$ cat src/rtl/ltl_report_collector.sv
// ltl_report_collector
//   Collects report-STE activity from an Automata_ltl cluster. On every cycle
//   the automaton consumes a symbol (run=1) with at least one report bit set,
//   the record {symbol offset, report bits} is queued in a circular FIFO. The
//   consumer drains the FIFO over a valid/ready interface. Records that arrive
//   while the FIFO is full and not being popped are dropped. A drop sets a
//   sticky overflow flag and increments a saturating drop counter.
//
// Ports
//   clk        : clock, all logic on posedge
//   reset_n    : asynchronous active-low reset
//   run        : symbol consumed this cycle
//   clear      : synchronous stream restart (priority over push/pop)
//   report_in  : report STE active bits
//   rec_valid  : head record available
//   rec_ready  : consumer accepts head record
//   rec_offset : symbol offset of head record (0 when empty)
//   rec_bits   : report vector of head record (0 when empty)
//   fifo_count : occupied entries, 0..DEPTH
//   overflow   : sticky, set on first dropped record
//   drop_count : dropped records, saturating
module ltl_report_collector #(
  parameter int N_REPORTS = 4,
  parameter int OFFSET_W  = 32,
  parameter int DEPTH     = 8,
  parameter int CNT_W     = 16
) (
  input  logic                       clk,
  input  logic                       reset_n,
  input  logic                       run,
  input  logic                       clear,
  input  logic [N_REPORTS-1:0]       report_in,
  output logic                       rec_valid,
  input  logic                       rec_ready,
  output logic [OFFSET_W-1:0]        rec_offset,
  output logic [N_REPORTS-1:0]       rec_bits,
  output logic [$clog2(DEPTH):0]     fifo_count,
  output logic                       overflow,
  output logic [CNT_W-1:0]           drop_count
);

  localparam int PTR_W  = $clog2(DEPTH);
  localparam int CNT_FW = PTR_W + 1;

  function automatic logic [CNT_W-1:0] sat_inc(input logic [CNT_W-1:0] v);
    return (&v) ? v : v + CNT_W'(1);
  endfunction

  logic [OFFSET_W-1:0]  r_off;
  logic [PTR_W-1:0]     r_wr_ptr;
  logic [PTR_W-1:0]     r_rd_ptr;
  logic [CNT_FW-1:0]    r_count;
  logic                 r_overflow;
  logic [CNT_W-1:0]     r_drop_cnt;
  logic [OFFSET_W-1:0]  r_mem_off  [DEPTH];
  logic [N_REPORTS-1:0] r_mem_bits [DEPTH];

  logic w_push_req;
  logic w_empty;
  logic w_full;
  logic w_pop;
  logic w_push;
  logic w_drop;

  // clear suppresses sampling of the report presented in the same cycle
  assign w_push_req = run && (|report_in) && !clear;
  assign w_empty    = (r_count == '0);
  assign w_full     = (r_count == CNT_FW'(DEPTH));
  assign w_pop      = !w_empty && rec_ready;
  // a full FIFO still accepts a push when the head is popped at the same edge
  assign w_push     = w_push_req && (!w_full || w_pop);
  assign w_drop     = w_push_req && w_full && !w_pop;

  always_ff @(posedge clk or negedge reset_n) begin
    if (!reset_n) begin
      r_off      <= '0;
      r_wr_ptr   <= '0;
      r_rd_ptr   <= '0;
      r_count    <= '0;
      r_overflow <= 1'b0;
      r_drop_cnt <= '0;
    end else if (clear) begin
      r_off      <= '0;
      r_wr_ptr   <= '0;
      r_rd_ptr   <= '0;
      r_count    <= '0;
      r_overflow <= 1'b0;
      r_drop_cnt <= '0;
    end else begin
      if (run) begin
        r_off <= r_off + OFFSET_W'(1);
      end
      if (w_push) begin
        r_wr_ptr <= r_wr_ptr + PTR_W'(1);
      end
      if (w_pop) begin
        r_rd_ptr <= r_rd_ptr + PTR_W'(1);
      end
      case ({w_push, w_pop})
        2'b10:   r_count <= r_count + CNT_FW'(1);
        2'b01:   r_count <= r_count - CNT_FW'(1);
        default: r_count <= r_count;
      endcase
      if (w_drop) begin
        r_overflow <= 1'b1;
        r_drop_cnt <= sat_inc(r_drop_cnt);
      end
    end
  end

  // Record storage carries data only; validity comes from r_count.
  always_ff @(posedge clk) begin
    if (w_push) begin
      r_mem_off[r_wr_ptr]  <= r_off;
      r_mem_bits[r_wr_ptr] <= report_in;
    end
  end

  assign rec_valid  = !w_empty;
  assign rec_offset = w_empty ? '0 : r_mem_off[r_rd_ptr];
  assign rec_bits   = w_empty ? '0 : r_mem_bits[r_rd_ptr];
  assign fifo_count = r_count;
  assign overflow   = r_overflow;
  assign drop_count = r_drop_cnt;

endmodule

$ cat config.mk
export PLATFORM = sky130hd
export DESIGN_NAME = ltl_report_collector
export DESIGN_NICKNAME = d
export VERILOG_FILES = /design/src/rtl/ltl_report_collector.sv
export SDC_FILE = /design/constraint.sdc
export NUM_CORES = 1
export LEC_CHECK = 0
export CORE_AREA = 2 2 204 206
export DETAILED_ROUTE_END_ITERATION = 8
export DIE_AREA = 0 0 206 208
export PLACE_DENSITY = 0.47
export SLEW_MARGIN = 20
export SYNTH_ARGS = -nofsm -noshare
export SYNTH_HDL_FRONTEND = slang
export SYNTH_SLANG_ARGS = --single-unit
$ cat constraint.sdc
create_clock -name clk -period 6 [get_ports clk]
set_input_delay 1.2 -clock clk [delete_from_list [all_inputs] [get_ports clk]]
set_output_delay 1.2 -clock clk [all_outputs]
set_load 0.02 [all_outputs]
==> load_flow_metrics.sql <==
INSERT INTO impl_metrics (metric_group, metric, value, unit) VALUES
('logic_synthesis', 'syn-mean-instance-area', '17.69', 'um^2'),
('logic_synthesis', 'yosys-top-cells-count', 'edfxtp_1 (288), nor2_1 (97), mux4_2 (72)', ''),
('sta', 'max_slew_violation_count', '0', ''),
('routing', 'route.detailed.wl_per_inst', '20.90', 'um'),
('placed_design', 'post-dp-hpwl', '18.38', 'mm'),
('routing', 'via_per_inst', '4.959', ''),
('clocking', 'insertion_delay', '0.52', 'ns'),
('clocking', 'tritoncts', 'yes', ''),
('routing', 'drtIter0Drc', '429', ''),
('routing', 'detailed_route_wire_length', '30.36', 'mm'),
('global_route', 'gr-usage-all-layers', '14.57', '%'),
('routing', 'drtPass1Iterations', '4', ''),
('global_route', 'grt_pass1_wl', '46.86', 'mm'),
('worst_setup_path', 'cp_data_arrival_time', '3.40', 'ns'),
('power', 'power.density', '379.2', 'mW/mm^2'),
('power', 'peak_supply_drop', '0.2214', 'mV'),
('sta', 'period_needed', '4.603', 'ns'),
('logic_synthesis', 'post-synth-top-count-cell', 'edfxtp_1', ''),
('logic_synthesis', 'synth_enable_flop_cells', '288', ''),
('placed_design', 'pre_cts_slack', '1.221', 'ns'),
('logic_synthesis', 'synth_nets', '813', ''),
('logic_synthesis', 'syn_inst', '797', ''),
('routing', 'route.antenna.remaining_nets', '0', ''),
('logic_synthesis', 'synth.yosys.warnings', '0', ''),
('global_route', 'congestion_overflow_gr', '0', ''),
('die', 'die-area', '0.04285', 'mm^2'),
('clocking', 'cts-buffers-inserted', '39', ''),
('die', 'fp.coreArea', '0.04055', 'mm^2'),
('global_route', 'number_of_global_route_vias_before_repair', '7554', ''),
('logic_synthesis', 'synth_seq_area_share', '71.81', '%'),
('sta', 'fin_tns_setup', '0', 'ns'),
('final_layout', 'layout.nets', '907', ''),
('sta', 'timing_hold_violations_final', '0', ''),
('logic_synthesis', 'postSynth.topFlopCell', 'edfxtp_1', ''),
('sta', 'final.period_utilization', '76.71', '%'),
('clocking', 'total_of_cells_resized_after_clock_tree_synthesis', '0', ''),
('clocking', 'root_buffer', 'clkbuf_16', ''),
('die', 'floorplan.rows', '74', ''),
('global_route', 'pin_count_of_the_biggest_net_entering_global_routing', '66', ''),
('die', 'fp.dieW', '206', 'um'),
('worst_setup_path', 'timing.critical_path.fanout_max', '36', ''),
('placed_design', 'placement.io_buffers', '66', ''),
('final_layout', 'area_added_between_synthesis_and_finish', '18.22', '%'),
('flow_run', 'max_capacitance_violation_count', '0', ''),
('clocking', 'cts-htree-levels', '2', ''),
('logic_synthesis', 'asyncSetResetFlopFracSynth', '17.00', '%'),
('logic_synthesis', 'synth_top_cells_by_area', 'edfxtp_1 (61%), mux4_2 (12%), dfrtp_1 (10%), mux2i_1 (2.8%), nor2_1 (2.6%)', ''),
('sta', 'timing.slew.headroom', '34.45', '%'),
('global_route', 'initial_antenna_violation_count', '0', ''),
('final_layout', 'proportion_of_layout_cells_with_a_drive_suffix_above_1', '18.02', '%'),
('routing', 'vias_after_detailed_routing', '7205', ''),
('clocking', 'cts_sink_cnt', '347', ''),
('logic_synthesis', 'postSynthRegisterBits', '347', ''),
('sta', 'grt_setup_unrepaired', 'no', ''),
('placed_design', 'routabilityCongestion', '0.7150', ''),
('logic_synthesis', 'yosysTopAreaCellShare', '61.34', '%'),
('status', 'status', 'completed', ''),
('logic_synthesis', 'mapped_cell_area', '0.01410', 'mm^2'),
('sta', 'achievable_frequency', '217.3', 'MHz'),
('sta', 'post-route-worst-setup-slack', '1.397', 'ns'),
('clocking', 'path_clk_slew', '0.05', 'ns'),
('clocking', 'cts_hold_repair.buffers', '0', ''),
('power', 'p_leak', '5.287', 'nW'),
('sta', 'setup_viol', '0', ''),
('clocking', 'clock_tree.buffer_depth', '3', ''),
('final_layout', 'antennaDiodeCount', '0', ''),
('sta', 'tightest_slew', '0.9833', 'ns'),
('die', 'die_h', '208', 'um'),
('hold_path', 'class_of_the_tightest_hold_or_removal_check', 'reg -> reg', ''),
('clocking', 'post_cts_setup_repair_buffer_count', '0', ''),
('worst_setup_path', 'timing.critical_path.from_type', 'register', ''),
('worst_setup_path', 'critPathRequiredTime', '4.80', 'ns'),
('die', 'start_util', '34.77', '%'),
('die', 'io-pin-count', '67', ''),
('logic_synthesis', 'yosys.cell_types.count', '48', ''),
('worst_setup_path', 'critical_path_class', 'reg -> out', ''),
('routing', 'post-route-drc-count', '0', ''),
('sta', 'setup_clock_skew_after_layout', '0.01505', 'ns'),
('worst_setup_path', 'worst_setup_path_end_kind', 'output pin', ''),
('logic_synthesis', 'netlist.top_cell.by_area', 'edfxtp_1', '');
==> sequential cells by signal (all words and copies together) (netlist names) <==
register    cells
r_mem_off     256
r_off          32
overflow        1
drop_count     16
r_mem_bits     32
r_wr_ptr        3
r_rd_ptr        3
fifo_count      4
==> layout by cell type, fill, tap and decap left out, types with 7 or more instances in the layout <==
cell type / n
edfxtp_1: 288
nor2_1: 91
mux4_2: 72
clkdlybuf4s50_1: 64
dfrtp_1: 56
clkbuf_16: 41
mux2i_1: 40
nand2_1: 25
xnor2_1: 22
xor2_1: 21
clkbuf_1: 20
buf_4: 20
nand3_1: 17
nand4_1: 15
nor3_1: 12
nor4_1: 11
o21ai_0: 10
a21oi_1: 9
inv_1: 9
nor2_4: 7
==> stage by stage <==
stage	cell area (um^2)	cells	utilization, %	hold slack (ns)	power (mW)
finish	16670	1453	41.10	0.5315	6.321
global route	16670	1453	41.10	0.5918	6.613
CTS	16670	1453	41.10	0.5377	6.438
detailed placement	15470	1382	38.15	0.5130	4.183
global placement	15470	1382	38.15	0.5211	4.183
floorplan	14100	797	-	0.5472	3.616
==> power breakdown <==
part | internal [mW] | switching, mW | leakage (nW)
logic | 0.635 | 0.681 | 1.29
clock network | 1.33 | 0.906 | 0.577
registers | 2.65 | 0.121 | 3.42
==> path summary, 6_finish.rpt <==
| path | slack [ns] | start | cells past startpoint | endpoint |
|---|---|---|---|---|
| worst max-delay path | 1.40 | r_rd_ptr[0]$_DFFE_PN0P_ | 5 | rec_offset[20] |
| worst min-delay path | 0.53 | overflow$_DFFE_PN0P_ | 2 | overflow$_DFFE_PN0P_ |
| worst max register to register | 2.84 | fifo_count[3]$_DFFE_PN0P_ | 5 | r_mem_off[2][16]$_DFFE_PP_ |
| worst min register to register | 0.53 | overflow$_DFFE_PN0P_ | 2 | overflow$_DFFE_PN0P_ |
| max in group asynchronous | 4.27 | reset_n | 2 | r_rd_ptr[0]$_DFFE_PN0P_ |
| min in group asynchronous | 0.73 | reset_n | 1 | drop_count[4]$_DFFE_PN0P_ |
==> logic make-up (layout without fill, tap and decap cells) <==
group / count (synthesis) / in the layout / synth area share (%)
AOI/OAI and AO/OA: 28 / 28 / 1.189
xor gates and xnor gates: 43 / 43 / 2.671
adders and majority gates: 7 / 7 / 0.6744
buffers and inverters: 42 / 166 / 1.402
DFF: 347 / 347 / 71.81
muxes: 114 / 114 / 14.50
and+or+nand+nor: 216 / 216 / 7.756
==> final cells by class <==
type	count	area [um^2]
clock inverter	8	68.82
inverter	9	33.78
fill	3712	23890
clock buffer	63	1129
multi-input combinational	408	3837
sequential	347	10130
tap	532	665.6
timing repair buffer	86	800.8
==> metal layers <==
| layer | global-route usage [%] | wire length, um | vias to the layer above |
|---|---|---|---|
| li1 | - | - | 3311 |
| met1 | 20.54 | 14190 | 3727 |
| met2 | 23.17 | 14470 | 134 |
| met3 | 2.992 | 1201 | 33 |
| met4 | 3.522 | 502 | 0 |
| met5 | 0 | 0 | - |
==> worst max-delay path, stage by stage, from the launching register on <==
cell and delay, ns:
dfrtp_4 0.94, buf_4 0.52, mux4_2 0.57, mux2i_1 0.20
nor2_1 0.07, clkdlybuf4s50_1 0.55
(Power assumes the default switching activity.)
